`src/rtl/pwm_pkg.sv`:
```
// pwm_pkg: shared constants for the PWM peripheral and the SPI register map.
package pwm_pkg;
    localparam int CNT_W       = 8;
    localparam int CLK_DIV_DEF = 13;
    localparam logic [CNT_W-1:0] DUTY_FULL = 8'hFF;
    localparam logic [7:0] ADDR_EN_OUT_LO = 8'h00;
    localparam logic [7:0] ADDR_EN_OUT_HI = 8'h01;
    localparam logic [7:0] ADDR_EN_PWM_LO = 8'h02;
    localparam logic [7:0] ADDR_EN_PWM_HI = 8'h03;
    localparam logic [7:0] ADDR_DUTY      = 8'h04;
    // Full duty is forced high so 0xFF is a true 100% rather than 255/256.
    function automatic logic pwm_level(input logic [CNT_W-1:0] cnt, input logic [CNT_W-1:0] duty);
        return (duty == DUTY_FULL) || (cnt < duty);
    endfunction
endpackage

```
`src/rtl/pwm_prescaler.sv`:
```
// pwm_prescaler: counts 0..CLK_DIV-1 and flags the last count as the PWM step tick.
module pwm_prescaler #(
    parameter int CLK_DIV = 13
) (
    input  logic clk,
    input  logic rst,
    output logic o_tick
);
    localparam int W = (CLK_DIV > 1) ? $clog2(CLK_DIV) : 1;
    localparam logic [W-1:0] LAST = W'(CLK_DIV - 1);
    logic [W-1:0] r_cnt;
    assign o_tick = (r_cnt == LAST);
    always_ff @(posedge clk) begin
        r_cnt <= (rst || o_tick) ? '0 : r_cnt + 1'b1;
    end
endmodule

```
`src/rtl/pwm_peripheral.sv`:
```
// pwm_peripheral: drives 16 outputs off, high, or from a shared 8-bit PWM.
// Define PWM_DUTY_SHADOW_EN to latch the duty only at period boundaries.
module pwm_peripheral
    import pwm_pkg::*;
#(
    parameter int CLK_DIV = CLK_DIV_DEF
) (
    input  logic        clk,
    input  logic        rst,
    input  logic [7:0]  en_reg_out_7_0,
    input  logic [7:0]  en_reg_out_15_8,
    input  logic [7:0]  en_reg_pwm_7_0,
    input  logic [7:0]  en_reg_pwm_15_8,
    input  logic [7:0]  pwm_duty_cycle,
    output logic [15:0] out,
    output logic        period_start
);
    logic             w_tick;
    logic             w_wrap;
    logic             w_pwm;
    logic [15:0]      w_en_out;
    logic [15:0]      w_en_pwm;
    logic [CNT_W-1:0] w_duty;
    logic [CNT_W-1:0] r_pwm_cnt;
    logic [15:0]      r_out;
    logic             r_period_start;

    pwm_prescaler #(.CLK_DIV(CLK_DIV)) u_prescaler (
        .clk    (clk),
        .rst    (rst),
        .o_tick (w_tick)
    );

    assign w_en_out = {en_reg_out_15_8, en_reg_out_7_0};
    assign w_en_pwm = {en_reg_pwm_15_8, en_reg_pwm_7_0};
    assign w_wrap   = w_tick && (r_pwm_cnt == '1);

`ifdef PWM_DUTY_SHADOW_EN
    logic [CNT_W-1:0] r_duty;
    always_ff @(posedge clk) begin
        if (rst)
            r_duty <= '0;
        else if (w_wrap)
            r_duty <= pwm_duty_cycle;
    end
    assign w_duty = r_duty;
`else
    assign w_duty = pwm_duty_cycle;
`endif

    assign w_pwm = pwm_level(r_pwm_cnt, w_duty);

    always_ff @(posedge clk) begin
        if (rst) begin
            r_pwm_cnt      <= '0;
            r_out          <= '0;
            r_period_start <= 1'b0;
        end else begin
            if (w_tick)
                r_pwm_cnt <= r_pwm_cnt + 1'b1;
            r_out          <= w_en_out & (~w_en_pwm | {16{w_pwm}});
            r_period_start <= w_wrap;
        end
    end

    assign out          = r_out;
    assign period_start = r_period_start;
endmodule
```
`config.mk`:
```
export PLATFORM = sky130hd
export DESIGN_NAME = pwm_peripheral
export DESIGN_NICKNAME = d
export VERILOG_FILES = /design/src/rtl/pwm_pkg.sv /design/src/rtl/pwm_prescaler.sv /design/src/rtl/pwm_peripheral.sv
export SDC_FILE = /design/constraint.sdc
export NUM_CORES = 1
export LEC_CHECK = 0
export CORE_ASPECT_RATIO = 1.25
export CORE_MARGIN = 2
export CORE_UTILIZATION = 44
export CTS_CLUSTER_SIZE = 10
export DETAILED_ROUTE_END_ITERATION = 8
export PLACE_DENSITY = 0.83
export SLEW_MARGIN = 15
export SYNTH_ARGS = -nofsm -noshare
export SYNTH_HDL_FRONTEND = slang
export SYNTH_SLANG_ARGS = --single-unit
```
`constraint.sdc`:
```
create_clock -name clk -period 3.4 [get_ports clk]
set_input_delay 0.34 -clock clk [delete_from_list [all_inputs] [get_ports clk]]
set_output_delay 0.34 -clock clk [all_outputs]
set_load 0.01 [all_outputs]
```
==> results.md, run 1 <==
* Run status: complete, no violations
* Largest net degree at the start of global routing at 30
* Die Span X at 53.43 µm
* Mean post-synth cell area at 9.954 µm²
* Yosys warning count at 0
* Root buffer cell: clkbuf_4
* DRC Markers at 0
* Hold_sp: u_prescaler.r_cnt[0]
* Critical R2R Capture: out[1]
* Initial DRT Pass Iterations at 3
* Register area share after synthesis at 0.4320
* VDD IR max at ~0.00026 V
* CTS clk-pin slew, worst paths at 0.08 ns
* Unique masters post-synth at 31
* Worst-margin pin slew at 0.8681 ns
* Number of max-cap violations at 0
* Final WL at 3001 µm
* Post-Syn Area at 0.001344 mm²
* Post-route ant nets at 0
* Number of synthesized flops with an enable pin at 0
* Placer Congestion at slightly above 0.8
* Syn Inst Count at approximately 140
* Number of core rows at 22
* Syn_nets at 187
* CTS tree: done
* Worst reg2reg path depth at 5
* Total clock sinks at 29
* Nets at ~250
* Worst Hold End: u_prescaler.r_cnt[0]
* Die Ht at 65.79 µm
* FF+latch count, synth at 29
* Synth top area share at 0.4320
* Setup violations, final at 0
* Most numerous cell in the Yosys netlist: dfxtp_1
* TritonCTS Buffers at 5
* Arrival time worst endpoint at between 2 and 2.5 ns
* WP data required at 3.58 ns
* Clk_lat worst skew at roughly 0.32 ns
* Core region area at 0.002918 mm²
* Vias per cell at 5.000
* PnR Total Power at 0.6780 mW
* Synth area leader: dfxtp_1
* Die ar. at 0.003515 mm²
* HP Class: register to register
* Inst Count DP at 224
* Synth Flop Type: dfxtp_1
* Worst Clk Skew at 0.005142 ns
* Post-Layout Cell Count at 231
* GR Util All Layers at 0.1981
* H-tree lvl count at 2
* Ant diodes at 0
* Wire per inst at around 13 µm
* Global route overflow at 0
* Tcrit/Tclk final at 0.6666
* Setup Buffers After CTS at 0
* Synth area leaders: dfxtp_1 43%, ha_1 9.3%, nand2b_1 7.4%
* WS Path Type: input port to register
* First-pass GRT wire length at a little over 5000 µm
* Setup TNS at 0 ns
* Power Dens Cells at 339.5 mW/mm²
* Hold path depth at 1
* Initial Util at 0.4605
* Dpl cell area at 0.001942 mm²
* Initial antenna violation count at 0
* Cts repair resizes at 0
* Final Instance Area at 0.001997 mm²
* Worst reg2reg startpoint: r_pwm_cnt[6]
* Reg-to-reg slack, setup at roughly 1.3 ns
* Worst Path Max Fanout at 16
* Post-synth top cells: 29 x dfxtp_1, 16 x nand2b_1
* Share of layout cells above drive strength 1 at 0.1026
* Post-CTS Hold Fix Bufs at 0
* Top-Level Pins at 59
* RSZ-0062 raised after global routing: false
* Total number of vias at 1,155
* Final Hold Viols at 0
* DR iter-0 viols at 7
* Fin Hold WS at 0.4899 ns
* Startpoint types: input port
* Buffers from clock root to sink, at most at 2
* Fmax at approximately 440 MHz
* Clock period minus worst slack at roughly 2.3 ns
* Element type at the critical path end: register
* Area growth, synth to finish at 48.60%
* Post-synth ARST share at 0
* Vias in the first global route at 1,279
* Slew HR at 0.4213
* Post-DP HPWL at ~2400 µm
* Port bufs at 58
* LEAKAGE at around 0.81 nW
* Max-slew violations at 0
[metal layers]
layer / up-vias / wire length, µm / track usage
met2: 52 / 1486 / 0.3426
met1: 517 / 1119 / 0.1917
met3: 6 / 344 / 0.09502
met4: 0 / 51 / 0.09295
li1: 580 / - / -
met5: - / 0 / 0
[layout by cell type, fill, tap and decap left out, types with 2 or more instances in the layout]
cell type,synthesis,layout
nor3_1,2,2
nand2b_1,16,16
clkbuf_4,0,5
xnor2_1,3,3
dfxtp_1,29,29
nand4_1,5,5
xor2_1,5,5
clkdlybuf4s50_1,0,58
nor2_1,10,10
ha_1,10,10
a21oi_1,9,9
nand2_1,3,3
a21oi_2,10,10
and3_1,2,2
and4_1,2,2
inv_1,10,10
[sequential cells by signal (all words and copies together), names as in the netlist]
register,count
out,16
u_prescaler.r_cnt,4
r_pwm_cnt,8
period_start,1
[area by class of cell]
| cell class | instances | area, µm² |
|---|---|---|
| timing repair buffer | 58 | 580.6 |
| multi-input combinational | 91 | 698.2 |
| sequential | 29 | 580.6 |
| fill | 244 | 920.9 |
| tap | 36 | 45.04 |
| clock buffer | 7 | 55.05 |
| inverter | 10 | 37.54 |
[logic make-up (layout without fill, tap and decap cells)]
logic type	Yosys count	after routing	share of synthesized area
XOR/XNOR	8	8	0.05214
buffers and inverters	15	75	0.04842
adder cells (fa/ha/maj)	10	10	0.09311
multiplexers	1	1	0.007449
AO/OA/AOI/OAI	26	26	0.1657
AND/OR/NAND/NOR	46	46	0.2011
flip-flops	29	29	0.4320
[worst max-delay path, cell delays in order]
cell	delay [ns]
clkdlybuf4s50_1	0.49
inv_1	0.05
ha_1	0.31
and4_1	0.19
o21ai_1	0.09
o32ai_4	0.79
a21oi_1	0.17
[through the flow]
stage                       util  setup WS, ns
after CTS                 0.6844         1.116
after floorplan                -         1.743
after global routing      0.6844         1.019
after detailed placement  0.6655        0.7736
final                     0.6844         1.134
after global placement    0.6655        0.9090
[worst max-delay path by stage]
stage,startpoint,end,slack (ns),cells past startpoint
2_1_floorplan,pwm_duty_cycle[7],out[10],1.74,7
3_3_place_gp,pwm_duty_cycle[7],out[2],0.91,7
3_5_place_dp,pwm_duty_cycle[7],out[1],0.77,7
4_1_cts,pwm_duty_cycle[7],out[1],1.12,7
5_1_grt,pwm_duty_cycle[7],out[1],1.02,7
6_report,pwm_duty_cycle[7],out[1],1.13,7
[power by group]
group          leakage (nW)  total, mW  internal [mW]  switching, mW
clock                0.0314      0.205         0.0973          0.108
sequential            0.239      0.358          0.353        0.00566
combinational         0.540      0.114         0.0756         0.0388
total                 0.811      0.678          0.526          0.152
Power figures use the tool's default switching activity.
==> run 2: changes to the inputs <==
--- a/config.mk
+++ b/config.mk
@@ -7,10 +7,10 @@
 export LEC_CHECK = 0
 export CORE_ASPECT_RATIO = 1.25
 export CORE_MARGIN = 2
-export CORE_UTILIZATION = 44
+export CORE_UTILIZATION = 37
 export CTS_CLUSTER_SIZE = 10
 export DETAILED_ROUTE_END_ITERATION = 8
-export PLACE_DENSITY = 0.83
+export PLACE_DENSITY = 0.75
 export SLEW_MARGIN = 15
 export SYNTH_ARGS = -nofsm -noshare
 export SYNTH_HDL_FRONTEND = slang
==> constraint.sdc (replaced) <==
create_clock -name clk -period 2 [get_ports clk]
set_input_delay 0.2 -clock clk [delete_from_list [all_inputs] [get_ports clk]]
set_output_delay 0.2 -clock clk [all_outputs]
set_load 0.01 [all_outputs]
==> results.md, run 2 (synthesis gave the netlist of run 1 again) <==
* Post-DP HPWL at between 2000 and 3000 µm
* Commonest non-fill, non-tap cell in the layout: clkdlybuf4s50_1
* First-pass GRT wire length at 5237 µm
* DRC Markers at 0
* Total clock sinks at 29
* Crit path max-delay family: buffers and inverters
* Critical R2R Capture: out[4]
* Root buffer cell: clkbuf_8
* Slew HR at 0.6842
* Critical path cell sequence: clkdlybuf4s50_1 -> inv_1 -> ha_1 -> buf_4 -> a41o_1 -> a21oi_1 -> o32ai_4 -> buf_12 -> a21oi_1
* WP buf/inv at 4
* Hold path depth at 3
* Arrival time worst endpoint at around 2.1 ns
* Power Dens Cells at 605.6 mW/mm²
* GRT Max-Usage Layer: met2
* Post-CTS Hold Fix Bufs at 0
* Initial DRT Pass Iterations at 4
* Cell at the slowest stage of the critical path: clkdlybuf4s50_1
* Largest register FFs at 16
* Worst Clk Skew at around 0.0029 ns
* CP max stage delay at 0.49 ns
* Worst Path Max Fanout at 16
* Element type at the critical path end: register
* Vias in the first global route at 1,241
* Inst Count DP at 237
* Cts repair resizes at 0
* Met1 usage in global routing at 0.1509
* Post-Layout Cell Count at 245
* Fmax at 533.2 MHz
* M3 GR Usage at 0.06679
* Nets at 258
* WS Path Type: input port to register
* TritonCTS Buffers at 5
* Ant diodes at 0
* GRT met2 Usage at 0.3182
* Number of core rows at 24
* Area growth, synth to finish at 58.29%
* Worst-margin pin slew at 0.4723 ns
* Hold_sp: en_reg_out_15_8[7]
* Run status: complete, no violations
* Startpoint types: input port
* Top-Level Pins at 59
* Initial antenna violation count at 0
* Largest net degree at the start of global routing at 19
* Final Hold Viols at 0
* Share of layout cells above drive strength 1 at 0.1505
* Vias per cell at around 4.9
* Number of max-cap violations at 0
* Die Span X at 57.90 µm
* Worst reg2reg startpoint: r_pwm_cnt[6]
* H-tree lvl count at 2
* DR iter-0 viols at 22
* Core region area at 0.003483 mm²
* PnR Total Power at 1.288 mW
* Initial Util at 0.3858
* Global route overflow at 0
* Clock period minus worst slack at 1.875 ns
* VDD IR max at 0.0005514 V
* CTS tree: done
* Wire per inst at 13.44 µm
* Port bufs at 58
* Die Ht at 71.38 µm
* CTS clk-pin slew, worst paths at 0.05 ns
* Tcrit/Tclk final at 0.9377
* Setup violations, final at 0
* Fillers at 291
* HP Class: input port to register
* Worst reg2reg path depth at 7
* Clk_lat worst skew at about 0.27 ns
* Die ar. at about 0.0041 mm²
* Final WL at 3294 µm
* WP data required at 2.20 ns
* Max-slew violations at 0
* Cell mode on critical path: a21oi_1
* Placer Congestion at 0.7820
* Post-route ant nets at 0
* Total number of vias at about 1,200
* GR Util All Layers at 0.1698
* LEAKAGE at 0.8809 nW
* RSZ-0062 raised after global routing: false
* Crit path depth at 9
* Most frequent cells in the layout: 58 x clkdlybuf4s50_1, 29 x dfxtp_1, 16 x nand2b_1
* Worst Hold End: out[15]
* Reg-to-reg slack, setup at 0.25 ns
* Buffers from clock root to sink, at most at 2
-- run 2: stage by stage --
step	instance area (µm²)	utilization	worst slack (ns)	setup TNS, ns	hold slack, ns
2_1_floorplan	1344	-	0.3926	0	0.2787
3_3_place_gp	2021	0.5801	-0.3371	-5.046	0.4650
3_5_place_dp	2021	0.5801	-0.4540	-6.657	0.4824
4_1_cts	2127	0.6106	0.1476	0	0.4610
5_1_grt	2127	0.6106	0.08986	0	0.4708
6_report	2127	0.6106	0.1247	0	0.4668
-- run 2: area by class of cell --
type	count	area, µm²	share of cell area
clock buffer	7	86.33	0.04059
multi-input combinational	91	698.2	0.3282
timing repair buffer	69	675.6	0.3176
sequential	29	580.6	0.2729
tap	39	48.80	0.02294
inverter	10	37.54	0.01765
-- run 2: what timing repair did --
item / CTS / global route
endpoints found under the hold margin: 0 / 0
setup buffers: 1 / 0
endpoints found under the setup margin: 16 / 0
-- run 2: per-layer routing --
metal,vias to the layer above,share of wire
met2,45,0.56
met4,0,0.023
li1,600,-
met3,8,0.069
met1,549,0.35
met5,-,0
-- run 2: worst max-delay path by stage --
stage | startpoint | endpoint | slack (ns)
detailed placement | pwm_duty_cycle[5] | out[4] | -0.45
global route | pwm_duty_cycle[7] | out[4] | 0.09
CTS | pwm_duty_cycle[7] | out[4] | 0.15
floorplan | r_pwm_cnt[6] | out[10] | 0.39
global placement | pwm_duty_cycle[5] | out[1] | -0.34
finish | pwm_duty_cycle[7] | out[4] | 0.12
-- run 2: worst reg2reg max path, delay by kind of cell (launching register included) --
| kind | cells | cell delay [ns] |
|---|---|---|
| adders and majority gates | 1 | 0.27 |
| DFF | 1 | 0.39 |
| buffers and inverters | 2 | 0.32 |
| AOI/OAI and AO/OA | 4 | 0.70 |
-- run 2: report_power, final --
group          total, mW  internal [mW]  switching [mW]
registers          0.611          0.601         0.00987
clock network      0.470          0.272           0.198
logic              0.207          0.138          0.0689
